--- src/rtl/expr_stmt_fsm.sv ---
// Byte-serial recogniser for `LHS = expr ;` statements with nested parentheses,
// error resynchronisation on `;` and a wrapping accepted-statement counter.
//
// state      | meaning
// -----------+-----------------------------------------------------------
// LHS_START  | expecting first letter of the assignment target
// LHS_ID     | inside the target identifier
// LHS_END    | target finished by space, expecting `=`
// RHS_START  | expecting an operand or `(`
// IN_OPND    | inside an operand token (num: token is numeric)
// AFTER_OPND | operand or `)` finished, expecting operator, `)` or `;`
// ERR        | statement in error, skipping to next `;`
module expr_stmt_fsm #(
   parameter int MAX_DEPTH  = 4,
   parameter int CNT_W      = 8,
   parameter int MULTI_CHAR = 1
) (
   input  logic             clk,
   input  logic             clr,
   input  logic [7:0]       in,
   input  logic             in_valid,
   output logic             out,
   output logic             err,
   output logic [3:0]       depth,
   output logic [CNT_W-1:0] stmt_cnt
);

   typedef enum logic [2:0] {
      LHS_START, LHS_ID, LHS_END, RHS_START, IN_OPND, AFTER_OPND, ERR
   } state_t;

   localparam logic [3:0] MAXD = 4'(MAX_DEPTH);
   localparam logic       MC   = (MULTI_CHAR != 0);

   state_t     state, state_nxt;
   logic       num, num_nxt;
   logic [3:0] depth_nxt;
   logic       cnt_inc;
   logic       out_nxt, err_nxt;

   logic is_l, is_d, is_op, is_sp, is_eq, is_lp, is_rp, is_semi, is_legal;

   always_comb begin
      is_l     = (in >= 8'h61 && in <= 8'h7a) || (in >= 8'h41 && in <= 8'h5a);
      is_d     = (in >= 8'h30 && in <= 8'h39);
      is_op    = (in == 8'h2b) || (in == 8'h2d) || (in == 8'h2a) || (in == 8'h2f);
      is_sp    = (in == 8'h20);
      is_eq    = (in == 8'h3d);
      is_lp    = (in == 8'h28);
      is_rp    = (in == 8'h29);
      is_semi  = (in == 8'h3b);
      is_legal = is_l | is_d | is_op | is_sp | is_eq | is_lp | is_rp | is_semi;
   end

   always_ff @(posedge clk) begin
      if (clr) begin
         state    <= LHS_START;
         num      <= 1'b0;
         depth    <= '0;
         stmt_cnt <= '0;
         out      <= 1'b0;
         err      <= 1'b0;
      end else if (in_valid) begin
         state    <= state_nxt;
         num      <= num_nxt;
         depth    <= depth_nxt;
         stmt_cnt <= stmt_cnt + CNT_W'(cnt_inc);
         out      <= out_nxt;
         err      <= err_nxt;
      end
   end

   always_comb begin
      state_nxt = state;
      num_nxt   = num;
      depth_nxt = depth;
      cnt_inc   = 1'b0;
      if (state != ERR && !is_legal) begin
         state_nxt = ERR;
      end else begin
         case (state)
            LHS_START: begin
               if (is_l)        state_nxt = LHS_ID;
               else if (!is_sp) state_nxt = ERR;
            end
            LHS_ID: begin
               if (is_l || is_d) state_nxt = MC ? LHS_ID : ERR;
               else if (is_sp)   state_nxt = LHS_END;
               else if (is_eq)   state_nxt = RHS_START;
               else              state_nxt = ERR;
            end
            LHS_END: begin
               if (is_eq)       state_nxt = RHS_START;
               else if (!is_sp) state_nxt = ERR;
            end
            RHS_START: begin
               if (is_l || is_d) begin
                  state_nxt = IN_OPND;
                  num_nxt   = is_d;
               end else if (is_lp) begin
                  if (depth == MAXD) state_nxt = ERR;
                  else               depth_nxt = depth + 4'd1;
               end else if (!is_sp) begin
                  state_nxt = ERR;
               end
            end
            IN_OPND, AFTER_OPND: begin
               if (is_rp) begin
                  if (depth == 4'd0) state_nxt = ERR;
                  else begin
                     state_nxt = AFTER_OPND;
                     depth_nxt = depth - 4'd1;
                  end
               end else if (is_semi) begin
                  if (depth == 4'd0) begin
                     state_nxt = LHS_START;
                     cnt_inc   = 1'b1;
                  end else begin
                     state_nxt = ERR;
                  end
               end else if (is_op) begin
                  state_nxt = RHS_START;
               end else if (is_sp) begin
                  state_nxt = AFTER_OPND;
               end else if (state == IN_OPND && is_d) begin
                  state_nxt = MC ? IN_OPND : ERR;
               end else if (state == IN_OPND && is_l) begin
                  state_nxt = (MC && !num) ? IN_OPND : ERR;
               end else begin
                  state_nxt = ERR;
               end
            end
            default: begin
               // ERR: resynchronise on the next terminator
               if (is_semi) begin
                  state_nxt = LHS_START;
                  depth_nxt = '0;
               end
            end
         endcase
      end
   end

   always_comb begin
      out_nxt = (state_nxt == IN_OPND || state_nxt == AFTER_OPND) && (depth_nxt == 4'd0);
      err_nxt = (state_nxt == ERR);
   end

endmodule

--- config.mk ---
export PLATFORM = sky130hd
export DESIGN_NAME = expr_stmt_fsm
export DESIGN_NICKNAME = d
export VERILOG_FILES = /design/src/rtl/expr_stmt_fsm.sv
export SDC_FILE = /design/constraint.sdc
export NUM_CORES = 1
export LEC_CHECK = 0
export ABC_AREA = 1
export ABC_CLOCK_PERIOD_IN_PS = 2200
export CORE_MARGIN = 4
export CORE_UTILIZATION = 35
export CTS_BUF_LIST = sky130_fd_sc_hd__clkbuf_2
export DETAILED_ROUTE_END_ITERATION = 6
export HOLD_SLACK_MARGIN = 0.02
export PLACE_DENSITY = 0.65
export SLEW_MARGIN = 20
export SYNTH_ARGS = -nofsm -noshare
export SYNTH_HDL_FRONTEND = slang
export SYNTH_SLANG_ARGS = --single-unit
--- constraint.sdc ---
create_clock -name clk -period 2.2 [get_ports clk]
set_input_delay 0.55 -clock clk [delete_from_list [all_inputs] [get_ports clk]]
set_output_delay 0.55 -clock clk [all_outputs]
set_load 0.05 [all_outputs]
* Word level (Yosys, flattened, before mapping)
Index checks and enable logic that the tools add are counted.
W data, S select, Z words.
** Operators by class
- $add $sub $neg :: 3
- Magnitude comparators :: 6
- Eq/ne operators :: 19
- Muxes and demuxes :: 34
- Bitwise operators :: 8
- Reduce and logical (&&, ||, !) cells :: 20
** Operator list (number)
- $eq A8 B6 Y1 const B :: 9
- $mux W3 :: 15
- $mux W4 :: 7
- $ge A8 B7 Y1 const B :: 2
- $le A8 B7 Y1 const B :: 2
- $eq A3 B3 Y1 const B :: 5
- $pmux W3 S5 :: 1
- $pmux W4 S3 :: 1
- $mux W2 :: 5
- $add A8 B1 Y8 :: 1
- $ge A8 B6 Y1 const B :: 1
- $le A8 B6 Y1 const B :: 1
- $logic_not A4 Y1 :: 2
- $logic_and A1 B1 Y1 :: 7
- $or A1 B1 Y1 :: 7
- $eq A3 B2 Y1 const B :: 2
- $logic_or A1 B1 Y1 :: 6
- $mux W1 :: 5
- $add A4 B1 Y4 const B :: 1
- $eq A4 B3 Y1 const B :: 1
- $reduce_and A4 Y1 :: 1
- $sub A4 B1 Y4 const B :: 1
- $eq A3 B1 Y1 const B :: 1
- $logic_not A3 Y1 :: 1
- other kinds (5) :: 5
** Word-level totals
- Flip-flop bits (word level) :: 18

* Logic depth before layout (Yosys ltp)
Gate-level depths: netlist of the first run.
- Word-level depth :: 16
- Depth in mapped cells :: 15

* Least setup slack after synthesis of the first run
OpenSTA, ideal clock, no wires.
- Path type :: reg-to-reg
- Start :: reg depth[0]
- End :: reg stmt_cnt[6]
- Library setup time :: 0.118 ns
- Arrival time :: 2.325 ns
- Data required time :: 2.082 ns
- Setup slack :: -0.242 ns
- Stages on the path, launching flop included :: 15
- Path through :: dfxtp_1 inv_1 ha_1 nand3_1 inv_1 nand2_1 nor3_1 ha_1 ha_1 nand3_1 nor2_1 nand2_1 o21ai_0 nand2_1 nor2_1
** On the way
- Longest elaborated chain between the ends :: 7
** Ends and longest elaborated chain
- from (decl) :: line 24 : output logic [3:0] depth,
- from (signal assigned) :: line 66 : depth <= depth_nxt;
- $logic_not A4 Y1 :: line 115 : if (depth == 4'd0) begin
- $mux W1 :: line 115
- $mux W1 :: line 114 : end else if (is_semi) begin
- $mux W1 :: line 108 : if (is_rp) begin
- $mux W1 :: line 81 : case (state)
- $mux W1 :: line 78 : if (state != ERR && !is_legal) begin
- $add A8 B1 Y8 :: line 67 : stmt_cnt <= stmt_cnt + CNT_W'(cnt_inc);
- to (signal assigned) :: line 67
- to (decl) :: line 25 : output logic [CNT_W-1:0] stmt_cnt
No other way between the ends.
A chain may end at the register's enable or synchronous reset.

* Worst setup path after layout of the first run
- Start :: reg stmt_cnt[2]
- End :: out stmt_cnt[2]
No word-level cell between the ends.

==> key figures, run 1 <==
Die
  – Starting Density: 36.6%
  – Die W: 75.9 microns
  – Die ar.: 5760 sq um
  – Row cnt: 24
  – Overall die height: 75.9 microns
  – Core ar.: 4410 sq um
  – Top Ports: 25

CTS
  – Clock Root Buffer: clkbuf_2
  – Hold_buf cts: 0
  – Clock Path Buffers: 2
  – Clk Latency, worst-skew pair: 0.32 ns
  – CTS clk-pin slew, worst paths: 0.18 ns
  – Htree depth: 1
  – Clk sinks: 18
  – Total CTS buffers: 3
  – CTS tree: yes

Job
  – MaxCap Viol Count: 0

Worst setup path
  – Crit path launch type: register
  – Critical path, cell by cell: clkdlybuf4s50_1
  – Worst path depth: 1
  – Max stage delay on crit path: 0.83 ns
  – CP bufs+invs: 1
  – Worst setup startpoint: stmt_cnt[2]
  – CP Max Fanout: 4
  – CP endpoint kind: primary output
  – Origin of the critical flop-to-flop path: depth[0]
  – Crit path kind: reg2out
  – Worst EP required: 1.65 ns
  – CP max stage cell: clkdlybuf4s50_1
  – CP top delay family: buffers and inverters
  – Worst Setup EP: stmt_cnt[2]
  – Worst r2r dst: stmt_cnt[6]
  – Reg2Reg Setup Slack: 0.15 ns
  – Reg2reg path depth: 14
  – CP Data Arrival Time: 1.56 ns

Yosys
  – Mapped Cells: 282
  – Distinct cell type count after synthesis: 29
  – Syn nets: 297
  – Seq cells post-synth: 18
  – Mapped Area: 1610 sq um
  – Sequential share of the synthesized area: 22.3%
  – Ys async rst share: 0%
  – Primary FF master, synth: dfxtp_1
  – Post-synth EDFFs: 0
  – Syn avg cell area: 5.72 sq um
  – Synthesis warning total: 0

GRT
  – Initial antenna violation count: 0
  – Vias in the first global route: 1836
  – Largest net degree at the start of global routing: 11
  – Total global routing overflow: 0
  – Total GRT Usage: 16.2%
  – First-pass GRT wire length: 8.14 mm

Power
  – Pleak: 0.00125 uW
  – Cell Pwr Density: 371 nW/um^2
  – Max VDD drop: 0.231 mV
  – Comb power frac: 44.3%
  – P_sw: 359 uW
  – P_int: 549 uW
  – Clock Power Share: 16.2%
  – Net Sw Frac: 39.6%
  – Sequential share of power: 39.5%

Route
  – Routed WL per cell: 11.7 microns
  – DR iter-0 viols: 123
  – Routed WL: 4.81 mm
  – Final ANT Viol Nets: 0
  – Drt drc: 0
  – Vias per Instance: 4.97
  – DRT Pass-1 Iters: 4
  – DR vias: 2039

Status
  – Outcome: finished clean

Placed design
  – I/O Buffers: 24
  – Dpl ws: -0.626 ns
  – Placer congestion estimate: 0.874
  – DPL Wire Length: 3.81 mm

STA
  – Fmax: 0.473 GHz
  – Final setup TNS: 0 ns
  – Fin. Hold Viols: 0
  – Max Slew Vio Count: 0
  – Period utilisation layout: 96.1%
  – Slew @ Worst Pin: 0.525 ns
  – Layout Skew: 0.0143 ns
  – Crit path time final: 2.11 ns
  – # setup viols final: 0
  – Worst slew margin: 64.9%
  – Final WS setup: 0.0851 ns

Final layout
  – Nets@finish: 374
  – Share of layout cells above drive strength 1: 29.1%
  – Antenna Cells: 0
  – Area growth, synth to finish: 51.6%

Worst hold path
  – HP Class: reg2reg
  – Worst hold stages: 2
## routing by layer
| layer | global-route usage, % | part of all wire [%] | routed length, microns | up-vias |
|---|---|---|---|---|
| met5 | 0 | 0 | 0 | - |
| li1 | - | - | - | 1065 |
| met4 | 3.38 | 0.98 | 47 | 0 |
| met3 | 2.61 | 3.7 | 179 | 7 |
| met2 | 25.7 | 46 | 2230 | 37 |
| met1 | 22.9 | 49 | 2350 | 930 |
## worst min-delay path by stage
stage	slack [ns]	endpoint	start
floorplan	0.44	num	num
global placement	0.46	num	num
detailed placement	0.46	err	err
CTS	0.49	num	num
global route	0.50	err	err
finish	0.48	num	num
## through the flow
stage                     hold slack, ns  power (uW)  instances  utilization (%)  instance area, sq um
after floorplan                    0.439         593        282                -                  1680
after CTS                          0.485         898        403             52.7                  2330
final                              0.479         908        410             55.4                  2450
after detailed placement           0.463         755        398             52.2                  2300
after global routing               0.502         981        410             55.4                  2450
after global placement             0.459         753        398             52.2                  2300
## cells by family (layout without fill, tap and decap cells)
logic type / Yosys count / in the layout / synth area share, %
compound gates: 34 / 34 / 12.2
simple gates: 178 / 178 / 49.5
flops: 18 / 18 / 22.3
fa+ha+maj: 4 / 4 / 3.10
xor+xnor: 5 / 5 / 2.71
buf+inv: 43 / 119 / 10.2
## cells in the mapped netlist (2+ instances only)
| library cell | number | area (sq um) |
|---|---|---|
| nor3_1 | 7 | 35.0 |
| ha_1 | 4 | 50.1 |
| nor2_1 | 45 | 169 |
| xor2_1 | 4 | 35.0 |
| nand2_2 | 3 | 18.8 |
| nor2_2 | 5 | 31.3 |
| o21ai_0 | 12 | 60.1 |
| nor2_4 | 3 | 33.8 |
| dfxtp_1 | 18 | 360 |
| o211ai_1 | 2 | 15.0 |
| inv_1 | 31 | 116 |
| nand3_1 | 25 | 125 |
| nand2_1 | 74 | 278 |
| nand3b_1 | 2 | 15.0 |
| clkbuf_1 | 2 | 7.51 |
| inv_2 | 8 | 30.0 |
| a21oi_1 | 14 | 70.1 |
| nand4_1 | 12 | 75.1 |
## flip-flops by register name, indices dropped and copies added (netlist names)
register / count
stmt_cnt: 8
err: 1
out: 1
num: 1
state: 3
depth: 4
## layout make-up
type / count / area, sq um
Clock buffer: 3 / 15.0
Clock inverter: 1 / 3.75
Fill cell: 443 / 1970
Inverter: 39 / 156
Multi-Input combinational cell: 221 / 1210
Sequential cell: 18 / 369
Tap cell: 52 / 65.1
Timing Repair Buffer: 76 / 624
## cells in the final DEF, fill, tap and decap left out, types with 3 or more instances in the layout
master / instances
nand2_2: 5
buf_4: 52
nand3_1: 23
clkbuf_2: 5
dfxtp_1: 15
o21ai_0: 11
xor2_1: 4
nor2_2: 3
inv_1: 26
dlymetal6s2s_1: 4
inv_2: 11
nor2_1: 43
nand4_1: 12
a21oi_1: 14
dlygate4sd2_1: 5
nor2_4: 7
nor3_1: 4
clkdlybuf4s50_1: 11
nand2_1: 70
## power by group through the flow
| stage | sequential (uW) | combinational (uW) | clock (uW) |
|---|---|---|---|
| after global routing | 362 | 448 | 171 |
| after floorplan | 406 | 187 | 0 |
| final | 359 | 402 | 147 |
| after detailed placement | 367 | 388 | 0 |
| after global placement | 367 | 387 | 0 |
| after CTS | 360 | 385 | 153 |
## what timing repair did
item,CTS,global route
gates resized for setup,12,24
setup endpoints to repair,8,8
buffers inserted,1,7
pin swaps,7,12
No activity file was read; power rests on OpenSTA's default activity.
==> run 2, diff against run 1 <==
- GPL_TIMING_DRIVEN: not set -> 1
==> results of run 2 <==
The final DEF is identical to that of run 1; final timing and power are the same.
